[config.mk]
export PLATFORM = sky130hd
export DESIGN_NAME = ucode_loader
export DESIGN_NICKNAME = d
export VERILOG_FILES = /design/src/rtl/ucode_loader_pkg.sv /design/src/rtl/ucode_loader_rx_timeout.sv /design/src/rtl/ucode_loader.sv
export SDC_FILE = /design/constraint.sdc
export NUM_CORES = 1
export LEC_CHECK = 0
export CORE_ASPECT_RATIO = 1.5
export CORE_UTILIZATION = 31
export CTS_CLUSTER_SIZE = 28
export DETAILED_ROUTE_END_ITERATION = 12
export PLACE_DENSITY = 0.5
export SYNTH_ARGS = -nofsm -noshare
export SYNTH_HDL_FRONTEND = slang
export SYNTH_SLANG_ARGS = --single-unit
[constraint.sdc]
create_clock -name i_clk -period 8.55 [get_ports i_clk]
set_clock_uncertainty 0.2 [all_clocks]
set_input_delay 2.1375 -clock i_clk [delete_from_list [all_inputs] [get_ports i_clk]]
set_output_delay 2.1375 -clock i_clk [all_outputs]
set_load 0.05 [all_outputs]
[src/rtl/ucode_loader_pkg.sv]
// Shared byte constants and FSM state encoding for the uCode serial loader.
package ucode_loader_pkg;

  typedef enum logic [2:0] {
    S_SYNC,
    S_ADDR,
    S_CNT,
    S_HI,
    S_LO,
    S_CHK,
    S_RUN,
    S_TX
  } state_t;

  localparam logic [7:0] SYNC_BYTE  = 8'hA5;
  localparam logic [7:0] ESC_BYTE   = 8'h1B;
  localparam logic [7:0] NAK_BYTE   = 8'h15;
  localparam logic [7:0] OK_BYTE    = 8'h4F;
  localparam logic [7:0] FAIL_BYTE  = 8'h46;
  localparam logic [7:0] ABORT_BYTE = 8'h41;

  // Frame is valid when the running sum plus the checksum byte wraps to zero.
  function automatic logic sum_ok(input logic [7:0] sum, input logic [7:0] chk);
    logic [7:0] total;
    total = sum + chk;
    return total == 8'h00;
  endfunction

endpackage

[src/rtl/ucode_loader_rx_timeout.sv]
// Inter-byte idle counter: expire pulses on the TIMEOUT-th consecutive enabled idle cycle.
module rx_timeout #(
  parameter int unsigned TIMEOUT = 1_000_000
) (
  input  logic i_clk,
  input  logic i_rst,
  input  logic clear,
  input  logic enable,
  output logic expire
);

  localparam int unsigned CW = (TIMEOUT < 2) ? 1 : $clog2(TIMEOUT + 1);
  localparam logic [CW-1:0] LAST = CW'(TIMEOUT - 1);

  logic [CW-1:0] count;

  // count holds the number of idle cycles already elapsed before this one
  assign expire = enable && !clear && (count == LAST);

  always_ff @(posedge i_clk) begin
    if (i_rst || clear || !enable || expire) begin
      count <= '0;
    end else begin
      count <= count + CW'(1);
    end
  end

endmodule

[src/rtl/ucode_loader.sv]
// Serial program loader: framed bytes -> uCode memory writes, CPU run request, result byte.
module ucode_loader
  import ucode_loader_pkg::*;
#(
  parameter int unsigned DATA_SZ = 16,
  parameter int unsigned ADDR_SZ = 8,
  parameter int unsigned TIMEOUT = 1_000_000
) (
  input  logic               i_clk,
  input  logic               i_rst,
  input  logic [7:0]         i_rx_data,
  input  logic               i_rx_valid,
  output logic [7:0]         o_tx_data,
  output logic               o_tx_valid,
  input  logic               i_tx_ready,
  output logic               o_wr,
  output logic [ADDR_SZ-1:0] o_waddr,
  output logic [DATA_SZ-1:0] o_wdata,
  output logic               o_run,
  input  logic               i_running,
  input  logic               i_status
);

  state_t     state, state_d;
  logic [7:0] base_q, cnt_q, idx_q, hi_q, sum_q;
  logic [7:0] idx_inc;
  logic       run_first_q;
  logic       tmo_en, tmo_exp;
  logic       tx_load;
  logic [7:0] tx_byte;

  assign tmo_en  = (state == S_ADDR) || (state == S_CNT) || (state == S_HI) ||
                   (state == S_LO)   || (state == S_CHK);
  assign idx_inc = idx_q + 8'd1;

  rx_timeout #(
    .TIMEOUT(TIMEOUT)
  ) u_timeout (
    .i_clk (i_clk),
    .i_rst (i_rst),
    .clear (i_rx_valid),
    .enable(tmo_en),
    .expire(tmo_exp)
  );

  always_comb begin
    state_d = state;
    tx_load = 1'b0;
    tx_byte = 8'h00;
    if (tmo_exp) begin
      state_d = S_TX;
      tx_load = 1'b1;
      tx_byte = NAK_BYTE;
    end else begin
      unique case (state)
        S_SYNC: if (i_rx_valid && i_rx_data == SYNC_BYTE) state_d = S_ADDR;
        S_ADDR: if (i_rx_valid) state_d = S_CNT;
        S_CNT:  if (i_rx_valid) state_d = S_HI;
        S_HI:   if (i_rx_valid) state_d = S_LO;
        // 8-bit wrap makes CNT=0 terminate after 256 words
        S_LO:   if (i_rx_valid) state_d = (idx_inc == cnt_q) ? S_CHK : S_HI;
        S_CHK: begin
          if (i_rx_valid) begin
            if (sum_ok(sum_q, i_rx_data)) begin
              state_d = S_RUN;
            end else begin
              state_d = S_TX;
              tx_load = 1'b1;
              tx_byte = NAK_BYTE;
            end
          end
        end
        S_RUN: begin
          // CPU completion takes priority over a simultaneous escape byte
          if (!run_first_q && !i_running) begin
            state_d = S_TX;
            tx_load = 1'b1;
            tx_byte = i_status ? OK_BYTE : FAIL_BYTE;
          end else if (i_rx_valid && i_rx_data == ESC_BYTE) begin
            state_d = S_TX;
            tx_load = 1'b1;
            tx_byte = ABORT_BYTE;
          end
        end
        S_TX:   if (o_tx_valid && i_tx_ready) state_d = S_SYNC;
        default: state_d = S_SYNC;
      endcase
    end
  end

  always_ff @(posedge i_clk) begin
    if (i_rst) begin
      state       <= S_SYNC;
      o_wr        <= 1'b0;
      o_waddr     <= '0;
      o_wdata     <= '0;
      o_run       <= 1'b0;
      o_tx_valid  <= 1'b0;
      o_tx_data   <= '0;
      base_q      <= '0;
      cnt_q       <= '0;
      idx_q       <= '0;
      hi_q        <= '0;
      sum_q       <= '0;
      run_first_q <= 1'b1;
    end else begin
      state       <= state_d;
      o_run       <= (state_d == S_RUN);
      o_tx_valid  <= (state_d == S_TX);
      run_first_q <= (state != S_RUN);
      o_wr        <= 1'b0;
      if (tx_load) o_tx_data <= tx_byte;
      if (i_rx_valid) begin
        unique case (state)
          S_ADDR: begin
            base_q <= i_rx_data;
            idx_q  <= '0;
            sum_q  <= i_rx_data;
          end
          S_CNT: begin
            cnt_q <= i_rx_data;
            sum_q <= sum_q + i_rx_data;
          end
          S_HI: begin
            hi_q  <= i_rx_data;
            sum_q <= sum_q + i_rx_data;
          end
          S_LO: begin
            o_wr    <= 1'b1;
            o_waddr <= ADDR_SZ'(base_q + idx_q);
            o_wdata <= DATA_SZ'({hi_q, i_rx_data});
            idx_q   <= idx_inc;
            sum_q   <= sum_q + i_rx_data;
          end
          default: ;
        endcase
      end
    end
  end

endmodule

=== Yosys cells after proc, flatten, opt, wreduce, memory -nomap -nowiden ===
Index checks and enable logic that the tools add are counted.

* Bits of input ports: 14
* Output and inout bits: 35
* Bits in registers: 99

* Add/sub/neg operators: 4
* Reduce and logical (&&, ||, !) cells: 29
* Mux-type cells: 29
* Bitwise operators: 1
* Equal/unequal tests: 14

{| class="wikitable"
|+ Operators by type and width
! operator !! count
|-
| 3-bit two-way mux || 11
|-
| 8-bit case mux with 2 select lines || 2
|-
| 3-bit case mux with 8 select lines || 1
|-
| 7-bit two-way mux || 3
|-
| 20-bit by 1-bit adder with 20-bit output (second input constant) || 1
|-
| 20-bit == test (second input constant) || 1
|-
| 3-bit == test (second input constant) || 6
|-
| 8-bit adder || 2
|-
| 7-bit case mux with 2 select lines || 1
|-
| 2-bit AND reduction || 6
|-
| 5-bit two-way mux || 2
|-
| 8-bit by 1-bit adder with 8-bit output (second input constant) || 1
|-
| 8-bit by 5-bit == test with 1-bit output (second input constant) || 1
|-
| 8-bit == test || 1
|-
| 8-bit == test (second input constant) || 1
|-
| 8-bit logical NOT || 1
|-
| 1-bit logical OR || 7
|-
| 1-bit two-way mux || 7
|-
| 3-bit by 2-bit == test with 1-bit output (second input constant) || 2
|-
| 1-bit logical AND || 6
|-
| 1-bit logical NOT || 4
|-
| 4-bit two-way mux || 1
|-
| 2-bit nonzero test || 2
|-
| 3-bit by 1-bit == test with 1-bit output (second input constant) || 1
|-
| other kinds (6) || 6
|}

=== Logic depth before layout (Yosys ltp) ===
Gate-level depths: netlist of run 1.

* Word-level depth: 9
* Gate-level depth with buffers: 9

=== Modules after synthesis ===
From an unflattened synthesis of run 1, not the netlist that was laid out.

* Cells, all modules: 596
* Area, all modules: 4810.9 um2

{| class="wikitable"
|+ Modules (own cells, without submodules)
! module !! area an instance (um2) !! times used !! cells each
|-
| ucode_loader || 3888.7 || 1 || 492
|-
| rx_timeout || 922.1 || 1 || 104
|}

=== Least setup slack after synthesis of run 1 ===
No wires, ideal clock.

* Kind: input port to flip-flop
* Start: input i_rx_data[0]
* End: register o_run
* Path buffers: 0
* Arrival: 3.956 ns
* Setup slack: 4.307 ns
* Stages on the path: 8
* Library setup time: 0.087 ns
* Cell sequence: ha_1 > fa_1 > a211oi_1 > o21bai_1 > a21oi_1 > xor2_2 > a41o_1 > nor4b_2

* Cells in the longest elaborated chain, start to end: 7

{| class="wikitable"
|+ RTL lines
! item !! line !! text
|-
| start, declared || ucode_loader.sv:11 || <nowiki>input logic [7:0] i_rx_data,</nowiki>
|-
| 8-bit adder or 8-bit by 5-bit == test with 1-bit output (tied branches) || ucode_loader_pkg.sv:25, ucode_loader.sv:79 ||
|-
| 8-bit logical NOT or 1-bit logical AND (tied branches) || ucode_loader_pkg.sv:26, ucode_loader.sv:79 ||
|-
| 1-bit two-way mux or 3-bit two-way mux (tied branches) || ucode_loader.sv:64, ucode_loader.sv:79 ||
|-
| 3-bit two-way mux (on tied branches) || ucode_loader.sv:63, ucode_loader.sv:75 ||
|-
| 3-bit case mux with 8 select lines (*) || ucode_loader.sv:55 || <nowiki>unique case (state)</nowiki>
|-
| 3-bit two-way mux (*) || ucode_loader.sv:50 || <nowiki>if (tmo_exp) begin</nowiki>
|-
| 3-bit == test (*) || ucode_loader.sv:108 || <nowiki>o_run <= (state_d == S_RUN);</nowiki>
|-
| end signal, assigned || ucode_loader.sv:108 ||
|-
| end, declared || ucode_loader.sv:19 || <nowiki>output logic o_run,</nowiki>
|}

Mark *: on every way between the ends. The rest lies on a longest branch, timed or not.
A chain may end at the register's enable or synchronous reset.

=== Worst setup path in the final report of run 1 ===
Same ends and word-level chain as after synthesis.

==> results of run 1 <==
kinds of logic after synthesis:
kind of cell	after synthesis	share of synthesized area, %
flip-flops	97	39.91
buffers and inverters	41	3.651
other	1	0.07707
adder cells (fa/ha/maj)	18	4.937
AO/OA/AOI/OAI	128	16.41
multiplexers	6	1.311
AND/OR/NAND/NOR	269	26.90
XOR/XNOR	37	6.814
final cells by class:
cell class / instances / area share [%]
Multi-Input combinational cell: 460 / 47.70
Timing Repair Buffer: 49 / 8.276
Sequential cell: 97 / 33.62
Tap cell: 199 / 4.311
Clock buffer: 10 / 3.964
Inverter: 13 / 0.8449
Clock inverter: 6 / 1.278
power by group:
part           leakage, nW  switching [mW]  total (mW)  internal, mW
registers            0.781        0.000440       0.452         0.452
logic                 1.08          0.0260      0.0392        0.0132
clock network        0.142           0.189       0.420         0.231
total                 2.00           0.215       0.912         0.696
registers in the layout (all words and copies together) (netlist names):
signal	flops
o_wr	1
u_timeout.count	20
o_tx_valid	1
cnt_q	8
sum_q	8
o_wdata	16
o_run	1
hi_q	8
idx_q	8
base_q	8
state	3
run_first_q	1
o_waddr	8
o_tx_data	6
per-stage QoR:
step                cells  util (%)  setup slack [ns]  total power, mW
floorplan             598         -             4.307           0.4849
global placement      818     35.99             3.483           0.5012
detailed placement    818     35.99             3.399           0.5018
CTS                   834     37.98             3.755           0.9211
global route          834     37.98             3.572           0.9433
finish                834     37.98             3.761           0.9116
cell usage in the layout (no fill, tap or decap), types with 6 or more instances in the layout:
master,instances
nand2_1,118
dfxtp_1,97
a21oi_1,67
nor2_1,58
clkdlybuf4s50_1,45
nand3_1,21
xnor2_1,18
xor2_1,18
ha_1,16
o21ai_0,15
nor3_1,14
inv_1,13
and3_1,9
clkbuf_16,9
a211oi_1,8
a31oi_1,7
nor2b_1,7
nand4_1,6
worst min-delay path by stage:
| stage | end | slack [ns] | startpoint |
|---|---|---|---|
| floorplan | u_timeout.count[0] | 0.22 | u_timeout.count[0] |
| detailed placement | u_timeout.count[0] | 0.24 | u_timeout.count[0] |
| global placement | u_timeout.count[0] | 0.23 | u_timeout.count[0] |
| finish | u_timeout.count[0] | 0.25 | u_timeout.count[0] |
| CTS | u_timeout.count[0] | 0.25 | u_timeout.count[0] |
| global route | o_wdata[8] | 0.27 | hi_q[0] |
synth_stat cells, types with 4 or more instances:
library cell,count
a31oi_1,7
o21ai_0,15
and3_1,9
o211ai_1,4
buf_2,13
nor2_1,58
xnor2_1,18
nand2_1,118
xor2_1,18
a21o_1,5
ha_1,16
a21oi_1,67
and2_1,5
nor3_1,15
inv_1,13
nand4_1,6
nand3_1,21
dfxtp_1,97
a211oi_1,8
nor2b_1,7
clkbuf_1,13
layer usage:
layer  track usage, %  vias up
met2            30.59       85
met5                0        -
met1            19.52     2045
li1                 -     2128
met4            9.048        0
met3            2.681       29
==> reports/qor.csv, run 1 <==
stage;metric;value;unit
placement;Placed Instance Area;5473;sq um
floorplan;Top Ports;49;
sta;period utilization;56.01;%
layout;final instance area;5776;sq um
cts;clk buf depth;2;
layout;share of cells above drive strength 1;7.087;%
placement;port buffer count;46;
logic_synthesis;Syn Inst Count;597;
cts;Clock Latency Late Sink;0.36;ns
grt;grt total ovfl;0;
setup_path;CP max-delay cell;clkdlybuf4s50_1;
grt;largest net degree at the start of global routing;75;
logic_synthesis;Post-synth EDFFs;0;
grt;initial antenna violation count;0;
layout;Antenna Cells;0;
drt;DRT antenna net count;0;
setup_path;worst path cell trace;clkdlybuf4s50_1 -> ha_1 -> fa_1 -> a211oi_1 -> o21bai_1 -> a21oi_1 -> xor2_2 -> a41o_1 -> nor4b_2;
setup_path;Critical Path Fanout Max;7;
cts;CTS H-tree depth;3;
layout;Area growth syn-to-layout;18.69;%
cts;Setup Buffers After CTS;0;
logic_synthesis;asr flop ratio synth;0;%
sta;final setup fails;0;
layout;register area;1942;sq um
floorplan;height of the die;155.4;um
setup_path;Worst Path Arrival;4.85;ns
setup_path;Bufs and invs on worst path;1;
sta;Post-Route Setup TNS;0;ns
drt;Starting DRT DRC Count;269;
setup_path;Reg2Reg Setup Slack;5.83;ns
drt;final WL;13400;um
cts;CTS clk-pin slew, worst paths;0.07;ns
logic_synthesis;#FFs+latches synth;97;
cts;TritonCTS Buffers;9;
floorplan;Die Wd;104.3;um
drt;total number of vias;4287;
logic_synthesis;share of the synthesized area in the top cell type;39.91;%
logic_synthesis;top_reg_cell synth;dfxtp_1;
sta;Max-slew headroom;21.97;%
power;P per Cell Area;157.8;nW/um^2
floorplan;Die ar.;16210;sq um
setup_path;Worst Setup SP;i_rx_data[0];
setup_path;worst stage delay on the critical path;0.55;ns
sta;post-route minimum period;4.789;ns
floorplan;starting density of the core;32.00;%
logic_synthesis;top area cells in the synthesized netlist;dfxtp_1 (40%), nand2_1 (9.1%), a21oi_1 (6.9%), nor2_1 (4.5%), ha_1 (4.1%);
logic_synthesis;largest area contributor in the netlist;dfxtp_1;
hold_path;Hold Path Depth;1;
setup_path;worst setup path endpoint;o_run;
sta;final hold violation count;0;
setup_path;WS Path Type;input pin to register;
cts;Sink Count;97;
sta;FMAX;208.8;MHz
logic_synthesis;syn_area_per_cell;8.151;sq um
drt;drt first pass iters;5;
sta;worst slew pin tran;1.138;ns
placement;gpl congestion;0.9039;
layout;fill cell count;1551;
grt;first-pass GRT wire length;21680;um
setup_path;Crit path max-delay family;compound AO/OA/AOI/OAI gates;
setup_path;CP startpoint kind;input pin;
outcome;status;complete, no violations;
grt;Global Route Usage Sum;17.13;%
drt;drt drc;0;
placement;Final HPWL DP;9688;um
logic_synthesis;synth warn;0;
sta;RSZ-0062 raised after global routing;no;
layout;multi-input logic area;2755;sq um
grt;vias in the first global route;4177;
drt;routed len/inst;16.07;um
power;Lkg Pwr;1.998;nW
hold_path;min-delay worst type;register to register;
setup_path;required time of the critical path;8.61;ns
setup_path;Worst R2R End;u_timeout.count[3];
logic_synthesis;Post-Syn Area;4866;sq um
drt;vias per cell;5.140;
power;Worst IR Drop VDD;0.00009426;V
setup_path;worst reg2reg path depth;6;
cts;CTS root buffer;clkbuf_16;
drt;WL met2;6948;um
setup_path;Worst R2R Start;state[2];
floorplan;FP Rows;55;
drt;DR WL met3;495;um
drt;Metal-1 WL;5523;um
cts;post_cts resized;0;
drt;top layer in use;met4;
floorplan;core area;15210;sq um
layout;Layout Nets;662;
setup_path;critical path depth;9;
cts;CTS tree;built;
cts;hold buffers post-CTS;0;
flow_run;max-cap check violation count;0;
setup_path;crit path capture type;register;
sta;hold_ws;0.2506;ns
logic_synthesis;register area share after synthesis;39.91;%
sta;Slew Limit Fails;0;
logic_synthesis;post-synthesis cell type count;66;
Power figures use the tool's default switching activity.
==> run 2: changes to the inputs <==
- PLACE_DENSITY: 0.5 -> 0.51
- clock period: 8.55 -> 4.4 ns (I/O delays scaled with it)
==> run 2 against run 1 <==
Register-to-register slack worse by 4.2 ns; first-iteration DRC count is 47% lower; sequential share of layout area decreased by 0.25 points; die area did not move; cell count grew 0.96%; clock power up 79%; non-clock buffer count is 9 higher; via count decreased by 1.1%; critical path depth stayed put; power increased by 88%; hold slack improved by 0.0016 ns; global-route usage decreased by 0.32 points; critical path type unchanged; critical endpoint unchanged; largest power group unchanged.
==> reports/qor.csv, run 2 (synthesis results as in run 1) <==
stage;metric;value;unit
layout;max FFs per register;20;
drt;total number of vias;4239;
sta;Max-slew headroom;27.64;%
sta;post-route minimum period;3.555;ns
hold_path;Worst Hold End;u_timeout.count[0];
layout;fill cell count;1584;
setup_path;Worst R2R End;o_waddr[6];
layout;most common cell after layout, fill and taps aside;nand2_1;
cts;TritonCTS Buffers;9;
cts;hold buffers post-CTS;0;
layout;multi-input logic area;2755;sq um
setup_path;Critical Path Fanout Max;5;
sta;RSZ-0062 raised after global routing;no;
floorplan;core area;15210;sq um
placement;gpl congestion;0.8076;
floorplan;Top Ports;49;
setup_path;worst reg2reg path depth;9;
drt;routed len/inst;15.52;um
setup_path;Reg2Reg Setup Slack;1.66;ns
sta;Post-Route Setup TNS;0;ns
cts;CTS clk-pin slew, worst paths;0.07;ns
power;Worst IR Drop VDD;0.0001753;V
power;Lkg Pwr;2.031;nW
cts;clk buf depth;2;
grt;vias in the first global route;4217;
layout;Largest Register;u_timeout.count;
sta;final hold violation count;0;
cts;CTS tree;built;
hold_path;Hold Path Depth;1;
setup_path;Worst R2R Start;idx_q[0];
setup_path;CP startpoint kind;input pin;
drt;Starting DRT DRC Count;142;
setup_path;required time of the critical path;4.46;ns
cts;Setup Buffers After CTS;0;
cts;post_cts resized;0;
sta;period utilization;80.79;%
drt;final WL;13070;um
setup_path;CP max-delay cell;clkdlybuf4s50_1;
drt;drt first pass iters;5;
sta;FMAX;281.3;MHz
floorplan;height of the die;155.4;um
sta;final setup fails;0;
cts;Clock Latency Late Sink;0.34;ns
cts;CTS root buffer;clkbuf_16;
drt;DRT antenna net count;0;
placement;Placed Instance Area;5540;sq um
setup_path;Worst Path Arrival;3.61;ns
layout;Area growth syn-to-layout;19.57;%
outcome;status;complete, no violations;
power;P per Cell Area;294.1;nW/um^2
layout;Core Util, Final;38.26;%
grt;largest net degree at the start of global routing;46;
setup_path;worst path cell trace;clkdlybuf4s50_1 -> ha_1 -> fa_1 -> a211oi_1 -> o21bai_1 -> a21oi_1 -> xor2_2 -> a41o_1 -> nor4b_2;
floorplan;starting density of the core;32.00;%
setup_path;worst stage delay on the critical path;0.43;ns
sta;Slew Limit Fails;0;
setup_path;WS Path Type;input pin to register;
cts;CTS H-tree depth;3;
layout;register area;1942;sq um
grt;initial antenna violation count;0;
placement;port buffer count;46;
floorplan;Die ar.;16210;sq um
grt;first-pass GRT wire length;21400;um
floorplan;Die Wd;104.3;um
placement;Final HPWL DP;9756;um
layout;Antenna Cells;0;
layout;share of cells above drive strength 1;8.398;%
grt;Global Route Usage Sum;16.81;%
setup_path;crit path capture type;register;
layout;Largest regs;u_timeout.count x20, o_wdata x16;
drt;vias per cell;5.034;
sta;worst slew pin tran;1.055;ns
layout;Non-Filler Instances;842;
placement;Post-Place Setup Slack;0.4796;ns
floorplan;FP Rows;55;
hold_path;min-delay worst type;register to register;
layout;most frequent cells in the layout;nand2_1 (118), dfxtp_1 (97), a21oi_1 (67);
cts;Sink Count;97;
grt;grt total ovfl;0;
sta;PnR worst setup slack;0.8453;ns
flow_run;max-cap check violation count;0;
layout;final instance area;5818;sq um
hold_path;hold path start;u_timeout.count[0];
setup_path;Worst Setup SP;i_rx_data[0];
placement;placed insts;827;
layout;Layout Nets;671;
drt;drt drc;0;
[run 2: critical path: cells and delay by family]
| kind | cells | cell delay [ns] |
|---|---|---|
| adder cells (fa/ha/maj) | 2 | 0.65 |
| XOR/XNOR | 1 | 0.27 |
| buffers and inverters | 1 | 0.43 |
| AO/OA/AOI/OAI | 4 | 0.95 |
| AND/OR/NAND/NOR | 1 | 0.20 |
[run 2: worst max path at each step]
stage,end,slack (ns),cells past startpoint
after floorplan,o_run,1.19,8
after global placement,o_run,0.53,9
after detailed placement,o_run,0.48,9
after CTS,o_run,0.85,9
after global routing,o_tx_data[3],0.59,9
final,o_run,0.85,9
[run 2: metal layers]
layer / vias up / GRT usage (%) / wire, um
met3: 24 / 2.178 / 325
met5: - / 0 / 0
met1: 2003 / 19.05 / 5411
li1: 2138 / - / -
met2: 74 / 30.68 / 6881
met4: 0 / 8.435 / 448
[run 2: layout make-up]
cell class	count	area share, %
Timing Repair Buffer	58	9.376
Multi-Input combinational cell	460	47.35
Inverter	13	0.8387
Clock buffer	9	3.871
Tap cell	199	4.280
Sequential cell	97	33.38
Clock inverter	6	0.9032
[run 2: through the flow]
stage / power, mW / hold slack (ns)
CTS: 1.734 / 0.2538
floorplan: 0.9423 / 0.2179
finish: 1.711 / 0.2523
global placement: 0.9801 / 0.2291
global route: 1.778 / 0.2790
detailed placement: 0.9806 / 0.2387
[run 2: power by group]
part           internal (mW)  total [mW]  switching (mW)
registers              0.878       0.879        0.000814
logic                 0.0285      0.0811          0.0526
clock network          0.390       0.751           0.362
==> run 3: changes to the inputs <==
- clock period: 4.4 -> 3.2 ns (I/O delays scaled with it)
==> run 3 against run 2 <==
Core utilization is 1.3 points higher; sequential power grew 38%; worst setup slack got worse by 0.72 ns; register-to-register slack worse by 0.93 ns; non-clock buffer count increased by 17; first-iteration DRC count rose by 54%; wire length increased by 3.3%; final area up 3.4%; largest power group unchanged.
==> reports/qor.csv, run 3 (synthesis results as in run 1) <==
stage;metric;value;unit
layout;Largest Register;u_timeout.count;
power;Gate power share;5.1;%
cts;Sink Count;97;
sta;PnR worst setup slack;0.1301;ns
power;Power Internal;1.877;mW
sta;Slew Limit Fails;0;
cts;Clock Latency Late Sink;0.35;ns
power;Clock power frac;45.9;%
grt;Global Route Usage Sum;17.18;%
layout;Largest regs;u_timeout.count x20, o_wdata x16;
layout;Layout Nets;688;
cts;CTS tree;built;
drt;DR WL met3;346;um
layout;Non-Filler Instances;860;
power;Worst IR Drop VDD;0.0002859;V
setup_path;Reg2Reg Setup Slack;0.73;ns
layout;Antenna Cells;0;
layout;share of cells above drive strength 1;11.35;%
sta;Max-slew headroom;60.04;%
cts;Setup Buffers After CTS;0;
drt;drt first pass iters;4;
drt;routed len/inst;15.70;um
setup_path;worst setup path endpoint;o_tx_valid;
sta;post-route minimum period;3.070;ns
floorplan;Die Wd;104.3;um
cts;TritonCTS Buffers;9;
layout;most frequent cells in the layout;nand2_1 (118), dfxtp_1 (97), a21oi_1 (66);
drt;final WL;13500;um
setup_path;required time of the critical path;3.27;ns
power;P_sw;0.5871;mW
drt;drt drc;0;
grt;vias in the first global route;4291;
sta;period utilization;95.94;%
drt;top layer in use;met4;
sta;final hold violation count;0;
cts;CTS clk-pin slew, worst paths;0.07;ns
power;Net Sw Frac;23.83;%
floorplan;Die ar.;16210;sq um
power;Seq pwr share;49.0;%
placement;Final HPWL DP;10150;um
sta;Post-Route Setup TNS;0;ns
placement;gpl congestion;0.8530;
hold_path;hold path start;u_timeout.count[0];
setup_path;Worst Setup SP;i_rx_data[4];
grt;initial antenna violation count;0;
power;P per Cell Area;409.8;nW/um^2
sta;FMAX;325.7;MHz
setup_path;WS Path Type;input pin to register;
floorplan;FP Rows;55;
drt;Metal-1 WL;5480;um
placement;port buffer count;46;
grt;largest net degree at the start of global routing;52;
grt;grt total ovfl;0;
cts;CTS root buffer;clkbuf_16;
setup_path;Worst R2R End;o_run;
floorplan;starting density of the core;32.00;%
setup_path;Critical Path Fanout Max;4;
placement;placed insts;844;
grt;first-pass GRT wire length;21570;um
floorplan;core area;15210;sq um
layout;Core Util, Final;39.54;%
cts;CTS H-tree depth;3;
drt;total number of vias;4356;
drt;WL met2;7200;um
layout;max FFs per register;20;
drt;DRT antenna net count;0;
drt;vias per cell;5.065;
cts;clk buf depth;2;
sta;worst slew pin tran;0.5986;ns
drt;Starting DRT DRC Count;218;
setup_path;Worst Path Arrival;3.14;ns
floorplan;height of the die;155.4;um
layout;Area growth syn-to-layout;23.58;%
outcome;status;complete, no violations;
sta;final setup fails;0;
layout;most common cell after layout, fill and taps aside;nand2_1;
setup_path;CP startpoint kind;input pin;
placement;Post-Place Setup Slack;-0.3876;ns
setup_path;worst reg2reg path depth;8;
hold_path;min-delay worst type;register to register;
flow_run;max-cap check violation count;0;
floorplan;Top Ports;49;
cts;hold buffers post-CTS;0;
setup_path;crit path capture type;register;
power;Lkg Pwr;2.135;nW
setup_path;Worst R2R Start;sum_q[0];
==> run 3: cell count changes in the layout (fill, tap and decap cells not counted), sizes merged <==
cell    change
bufinv      +1
buf        +17
==> run 3: per-stage QoR <==
step | total power, mW | hold slack (ns) | cell area (sq um)
after floorplan | 1.296 | 0.2179 | 4870
after global placement | 1.359 | 0.2315 | 5680
after detailed placement | 1.361 | 0.2356 | 5680
after CTS | 2.501 | 0.2532 | 5995
after global routing | 2.553 | 0.2696 | 6013
final | 2.464 | 0.2488 | 6013
==> run 3: routing by layer <==
metal / vias to the layer above / global-route usage (%)
met5: - / 0
met4: 0 / 9.660
met3: 28 / 2.849
met2: 70 / 32.54
met1: 2081 / 17.72
li1: 2177 / -
==> run 3: cell type report <==
type / instances / area [sq um]
inverter: 13 / 48.80
sequential: 97 / 1942
clock buffer: 9 / 225.2
tap: 199 / 249.0
multi-input combinational: 460 / 2778
clock inverter: 7 / 85.08
fill: 1564 / 9195
timing repair buffer: 75 / 685.7
==> run 3: critical path: stages <==
cell,delay [ns]
clkdlybuf4s50_1,0.49
ha_1,0.40
and2_4,0.20
a221oi_4,0.32
a21boi_2,0.10
o2111a_2,0.31
a41o_1,0.28
a211oi_2,0.23
==> run 3: power groups by stage <==
stage / registers [mW] / clock network (mW) / logic, mW
after floorplan: 1.24 / 0 / 0.0598
after global placement: 1.24 / 0 / 0.123
after detailed placement: 1.24 / 0 / 0.124
after CTS: 1.21 / 1.17 / 0.125
after global routing: 1.21 / 1.21 / 0.135
final: 1.21 / 1.13 / 0.125
==> run 3: worst min-delay path by stage <==
stage	end	slack [ns]	cells past startpoint
floorplan	u_timeout.count[0]	0.22	1
global placement	u_timeout.count[0]	0.23	1
detailed placement	u_timeout.count[0]	0.24	1
CTS	u_timeout.count[0]	0.25	1
global route	hi_q[4]	0.27	2
finish	u_timeout.count[0]	0.25	1
==> run 3: repair_timing <==
action                     CTS  global route
setup endpoints to repair    1            10
pin swaps                    0             2
hold endpoints to repair     0             0
resized for setup            1             3
